File: config.mk
export PLATFORM = sky130hd
export DESIGN_NAME = seq_chunk_addsub
export DESIGN_NICKNAME = d
export VERILOG_FILES = /design/src/rtl/seq_chunk_addsub.sv
export SDC_FILE = /design/constraint.sdc
export NUM_CORES = 1
export LEC_CHECK = 0
export BUFFER_PORTS_ARGS = -buffer_cell sky130_fd_sc_hd__buf_4
export CAP_MARGIN = 10
export CORE_MARGIN = 10
export CORE_UTILIZATION = 50
export CTS_BUF_LIST = sky130_fd_sc_hd__clkbuf_8
export DETAILED_ROUTE_END_ITERATION = 10
export PLACE_DENSITY = 0.81
export SETUP_SLACK_MARGIN = 0.05
export SLEW_MARGIN = 20
export SYNTH_ARGS = -nofsm -noshare
export SYNTH_HDL_FRONTEND = slang
export SYNTH_SLANG_ARGS = --single-unit
File: constraint.sdc
create_clock -name clk -period 5.4 [get_ports clk]
set_clock_uncertainty 0.2 [all_clocks]
set_input_delay 1.08 -clock clk [delete_from_list [all_inputs] [get_ports clk]]
set_output_delay 1.08 -clock clk [all_outputs]
set_load 0.02 [all_outputs]
File: src/rtl/seq_chunk_addsub.sv
// Multi-cycle adder/subtractor: CHUNK bits per clock through a registered carry.
// Define SEQ_ADDSUB_SUB_EN to let op select subtract; otherwise it always adds.
module seq_chunk_addsub #(
    parameter int WIDTH = 32,
    parameter int CHUNK = 8
) (
    input  logic             clk,
    input  logic             rst_n,
    input  logic             in_valid,
    output logic             in_ready,
    input  logic [WIDTH-1:0] x,
    input  logic [WIDTH-1:0] y,
    input  logic             cin,
    input  logic             op,
    output logic             out_valid,
    input  logic             out_ready,
    output logic [WIDTH-1:0] s,
    output logic             cout,
    output logic             ovf
);

    localparam int N  = WIDTH / CHUNK;
    localparam int KW = (N > 1) ? $clog2(N) : 1;
    localparam logic [KW-1:0] K_LAST = KW'(N - 1);

    typedef enum logic [1:0] {
        IDLE = 2'd0,
        RUN  = 2'd1,
        DONE = 2'd2
    } state_t;

    state_t           state_q, state_d;
    logic [KW-1:0]    k_q, k_d;
    logic             carry_q, carry_d;
    logic [WIDTH-1:0] a_q, a_d;
    logic [WIDTH-1:0] b_q, b_d;
    logic [WIDTH-1:0] s_q, s_d;
    logic             cout_q, cout_d;
    logic             ovf_q, ovf_d;

    logic [WIDTH-1:0] b_eff;
    logic             c0_eff;
    logic [CHUNK-1:0] a_chunk;
    logic [CHUNK-1:0] b_chunk;
    logic [CHUNK:0]   sum;
    logic             c_msb;

`ifdef SEQ_ADDSUB_SUB_EN
    assign b_eff  = op ? ~y : y;
    assign c0_eff = op ? 1'b1 : cin;
`else
    logic op_unused;
    assign op_unused = op;
    assign b_eff     = y;
    assign c0_eff    = cin;
`endif

    always_comb begin
        state_d = state_q;
        k_d     = k_q;
        carry_d = carry_q;
        a_d     = a_q;
        b_d     = b_q;
        s_d     = s_q;
        cout_d  = cout_q;
        ovf_d   = ovf_q;

        a_chunk = a_q[k_q*CHUNK +: CHUNK];
        b_chunk = b_q[k_q*CHUNK +: CHUNK];
        sum     = {1'b0, a_chunk} + {1'b0, b_chunk}
                + {{CHUNK{1'b0}}, carry_q};
        // Carry into the MSB of this chunk, recovered from the sum bit
        c_msb   = a_chunk[CHUNK-1] ^ b_chunk[CHUNK-1] ^ sum[CHUNK-1];

        unique case (state_q)
            IDLE: begin
                if (in_valid) begin
                    a_d     = x;
                    b_d     = b_eff;
                    carry_d = c0_eff;
                    k_d     = '0;
                    state_d = RUN;
                end
            end
            RUN: begin
                s_d[k_q*CHUNK +: CHUNK] = sum[CHUNK-1:0];
                carry_d = sum[CHUNK];
                if (k_q == K_LAST) begin
                    cout_d  = sum[CHUNK];
                    ovf_d   = c_msb ^ sum[CHUNK];
                    state_d = DONE;
                end else begin
                    k_d = k_q + 1'b1;
                end
            end
            DONE: begin
                if (out_ready) state_d = IDLE;
            end
            default: state_d = IDLE;
        endcase
    end

    always_ff @(posedge clk or negedge rst_n) begin
        if (!rst_n) begin
            state_q <= IDLE;
            k_q     <= '0;
            carry_q <= 1'b0;
            a_q     <= '0;
            b_q     <= '0;
            s_q     <= '0;
            cout_q  <= 1'b0;
            ovf_q   <= 1'b0;
        end else begin
            state_q <= state_d;
            k_q     <= k_d;
            carry_q <= carry_d;
            a_q     <= a_d;
            b_q     <= b_d;
            s_q     <= s_d;
            cout_q  <= cout_d;
            ovf_q   <= ovf_d;
        end
    end

    assign in_ready  = (state_q == IDLE);
    assign out_valid = (state_q == DONE);
    assign s         = s_q;
    assign cout      = cout_q;
    assign ovf       = ovf_q;

endmodule

# Word-level counts from Yosys, hierarchy flattened
# Cells that the tools add are included.
# W data, S select, Z words.
[word_totals]
reg_bits = 103
output_inout_bits = 36
in_bits = 70
word_cells = 43
[classes]
n_shift = 4
muxes = 10
n_reduce_logical = 7
n_addsub = 4
n_eq_ne = 7
bitwise = 3
[op_table]
columns = ["op", "count"]
rows = [
  ["$shiftx A32 B6 Y8", 2],
  ["$neg A5 Y34", 1],
  ["$shift A8 B34 Y32 const A", 1],
  ["$shiftx A8 B34 Y32", 1],
  ["$bwmux W32", 1],
  ["$mux W2", 5],
  ["$add A8 B8 Y9", 1],
  ["$add A9 B1 Y9", 1],
  ["$ne A2 B2 Y1 const B", 3],
  ["$pmux W2 S3", 1],
  ["$reduce_and A2 Y1", 3],
  ["$reduce_and A3 Y1", 2],
  ["$eq A2 B2 Y1 const B", 2],
  ["$pmux W2 S2", 1],
  ["$xor A1 B1 Y1", 3],
  ["$add A2 B1 Y2 const B", 1],
  ["$eq A2 B1 Y1 const B", 1],
  ["$logic_not A2 Y1", 1],
  ["$ne A2 B1 Y1 const B", 1],
  ["$pmux W1 S2", 1],
  ["$reduce_bool A2 Y1", 1],
  ["$mux W1", 1],
]

# Longest topological paths before layout
[depth]
depth_word = 5
ltp_mapped = 10
depth_no_buf = 8

# Least setup slack after synthesis
# OpenSTA, ideal clock, no wires.
[synth_path]
kind = "reg-to-reg"
start = "register k_q[0]"
end = "register s_q[30] (netlist: s[30])"
n_path_buf = 2
slack_ns = 1.935
t_arrival_ns = 3.144
path_stages_with_launch = 11
path_cell_list = "dfrtp_1 > buf_4 > buf_2 > mux4_2 > fa_1 > fa_1 > a21o_1 > o21ai_0 > nand2_1 > xor2_1 > a22o_1"
[synth_via]
elab_chain_cells = 5
[synth_lines]
columns = ["element", "line_no", "text"]
rows = [
  ["from (decl)", "33", "logic [KW-1:0] k_q, k_d;"],
  ["from (signal assigned)", "115", "k_q <= k_d;"],
  ["$shiftx A32 B6 Y8, on equally long branches", "68, 69", ""],
  ["$add A8 B8 Y9", "70", "sum = {1'b0, a_chunk} + {1'b0, b_chunk}"],
  ["$add A9 B1 Y9", "71", "+ {{CHUNK{1'b0}}, carry_q};"],
  ["$shiftx A8 B34 Y32", "86", "s_d[k_q*CHUNK +: CHUNK] = sum[CHUNK-1:0];"],
  ["$bwmux W32 *", "86", ""],
  ["to (signal assigned)", "110", "s_q <= '0;"],
  ["to (signal assigned)", "119", "s_q <= s_d;"],
  ["to (decl)", "37", "logic [WIDTH-1:0] s_q, s_d;"],
]
# Mark *: on every way between the ends. The rest lies on a longest branch, timed or not.
# A chain may end at the register's enable or synchronous reset.

# Worst setup path after layout
[layout_path]
start = "register k_q[0]"
end = "register s_q[22] (netlist: s[22])"
# The elaborated chain is that of the path after synthesis.

==> out/results.tsv <==
stage	metric	value	unit
final_layout	syn2layout_area_growth	22.82	%
power_and_ir_drop	p_per_area	720.8	nW/um^2
sta	period_needed	3456	ps
worst_setup_path	ff2ff_path_depth	9	
routing	routedWlPerCell	19.49	um
worst_setup_path	start_kind	flip-flop	
routing	drtIter0Drc	134	
floorplanning	io_pins	106	
worst_setup_path	r2r_start	k_q[0]	
grt	grt_pass1_wl	16540	um
routing	firstDrtPassIters	4	
yosys	yosysSeqAreaShare	54.71	%
clocking	clkLatencyLatePin	360	ps
grt	grt_antenna_before_repair	0	
clocking	cts-root-buf	clkbuf_8	
worst_setup_path	critPathCaptureType	flip-flop	
clocking	cts_buffer_depth	2	
sta	relSlewSlack	30.70	%
yosys	ys_ff_latch	103	
final_layout	fin_nets	498	
sta	setup_ws	1944	ps
place	gp_congestion	0.7894	
clocking	cts_tree	yes	
yosys	synthTopCellsByArea	dfrtp_1, mux2_2, mux4_2	
final_layout	drive_above_1_share	51.91	%
sta	period_share	64.00	%
power_and_ir_drop	leakage	2.687	nW
clocking	hold_buffers	0	
place	io_buffers	104	
yosys	synth_top_area_share	54.71	%
routing	routed_via_density	5.595	
floorplanning	die_w	117.1	um
yosys	netlist_area	4711	sq um
worst_setup_path	critPathLaunch	k_q[0]	
worst_hold_path	hold_class	reg -> reg	
yosys	synth_cells	306	
place	dp_slack	1936	ps
clocking	cts_setup_buffers	0	
power_and_ir_drop	max-vdd-ir-drop	0.4772	mV
clocking	clock-sinks	103	
yosys	yosys_warnings	0	
sta	tns	0	ps
clocking	clk_pin_slew	100	ps
routing	vias	2960	
floorplanning	initial_core_util	51.22	%
yosys	synth.avg_cell_area	15.39	sq um
clocking	cts_inserted_buffers	9	
worst_hold_path	holdPathStages	1	
grt	grt-ovfl-total	0	
sta	rsz0062_at_grt	no	
worst_setup_path	r2r_slack	1940	ps
worst_setup_path	required	5500	ps
status	status	finished, final reports clean	
worst_setup_path	crit_end	s[22]	
final_layout	post-route-util	62.91	%
routing	antenna_left	0	
clocking	ctsResizeCount	0	
sta	setup_viol	0	
yosys	yosysMostFrequentCell	dfrtp_1	
place	hpwl	8025	um
flow_run	maxCapViolations	0	
sta	slew_violations	0	
floorplanning	die_h	117.1	um
worst_setup_path	worstPathMaxFanout	15	
worst_setup_path	worst_ep_arrival_time	3550	ps
grt	first_global_vias	3257	
sta	max_freq	289.3	MHz
worst_setup_path	critical_path_class	reg -> reg	
final_layout	n_fill_cell	684	
yosys	async_flop_share	100.0	%
power_and_ir_drop	power	4.170	mW
final_layout	num_antenna_cells	0	
yosys	syn_nets	391	
worst_setup_path	reg2reg_to	s[22]	
sta	worst_slew_pin_slew	1039	ps
yosys	synth_commonest_cells	dfrtp_1, mux2_2, a22o_1	
floorplanning	rows	35	
yosys	synth_largest_area_cell	dfrtp_1	
floorplanning	dieArea	13700	sq um
yosys	synth_ff_type	dfrtp_1	
clocking	h-tree-depth	3	
yosys	synth_cell_types	33	
grt	grt.total_usage	15.41	%
grt	grt_max_degree	60	
floorplanning	coreArea	9196	sq um
routing	wirelength	10310	um
sta	finalHoldViolCount	0	
yosys	synth-edff-count	0	
routing	drc	0	
-- through the flow --
stage	hold WS, ps	instances	instance area, sq um
3_5_place_dp	291.7	513	5584
4_1_cts	314.3	529	5786
5_1_grt	324.5	529	5786
3_3_place_gp	277.7	513	5584
6_report	310.8	529	5786
2_1_floorplan	275.1	306	4711
-- worst min-delay path by stage --
| stage | from | to | slack, ps |
|---|---|---|---|
| floorplan | a_q[16] | a_q[16] | 280 |
| global placement | cout | cout | 280 |
| detailed placement | b_q[21] | b_q[21] | 290 |
| CTS | a_q[30] | a_q[30] | 310 |
| global route | b_q[23] | b_q[23] | 320 |
| finish | a_q[28] | a_q[28] | 310 |
-- registers in the layout, summed over array words and instances, names as in the netlist --
signal / count
a_q: 32
b_q: 32
carry_q: 1
cout: 1
k_q: 2
ovf: 1
s: 32
state_q: 2
-- layout make-up --
cell class                 count  area [sq um]  share of cell area (%)
timing repair buffer         109         818.3                   14.14
multi-input combinational    185          2031                   35.10
inverter                       5         18.77                  0.3244
sequential                   103          2577                   44.55
tap                          111         138.9                   2.401
clock inverter                 7         77.57                   1.341
clock buffer                   9         123.9                   2.141
-- cell families after synthesis --
logic type / Yosys count / synth area share, %
AO/OA/AOI/OAI: 56 / 9.748
XOR/XNOR: 7 / 1.301
adder cells (fa/ha/maj): 15 / 4.303
buffers and inverters: 18 / 2.204
flip-flops: 103 / 54.71
multiplexers: 82 / 23.40
AND/OR/NAND/NOR: 25 / 4.329
-- per-layer routing --
metal | global-route usage, % | vias up | routed length (um)
met5 | 0 | - | 0
met4 | 4.036 | 0 | 95
met3 | 4.536 | 10 | 795
met2 | 24.82 | 112 | 4875
met1 | 19.94 | 1468 | 4546
li1 | - | 1370 | -
-- critical path, cell delays in order (launching register included) --
cell and delay, ps:
dfrtp_1 360, buf_4 300, mux4_2 570, fa_1 470
fa_1 420, a21o_1 180, o21ai_0 250, nand2_1 100
xor2_1 340, a22o_1 190
-- where the power goes --
group	internal (mW)	switching [mW]
clock	0.219	0.268
sequential	1.12	0.202
combinational	1.10	1.26
-- layout by cell type, fill, tap and decap left out, drive strengths merged --
| master | instances |
|---|---|
| a2111oi | 1 |
| a211oi | 1 |
| a21o | 2 |
| a21oi | 6 |
| a22o | 34 |
| a32o | 1 |
| and2 | 1 |
| and2b | 1 |
| buf | 109 |
| bufinv | 1 |
| clkbuf | 9 |
| clkinv | 2 |
| clkinvlp | 1 |
| dfrtp | 103 |
| fa | 2 |
| ha | 13 |
| inv | 8 |
| mux2 | 65 |
| mux2i | 1 |
| mux4 | 16 |
| nand2 | 10 |
| nor2 | 8 |
| nor3 | 1 |
| nor4 | 1 |
| nor4b | 3 |
| o211a | 1 |
| o211ai | 1 |
| o21ai | 7 |
| o22ai | 1 |
| o31ai | 1 |
| xnor2 | 4 |
| xor2 | 3 |
Power figures use the tool's default switching activity.
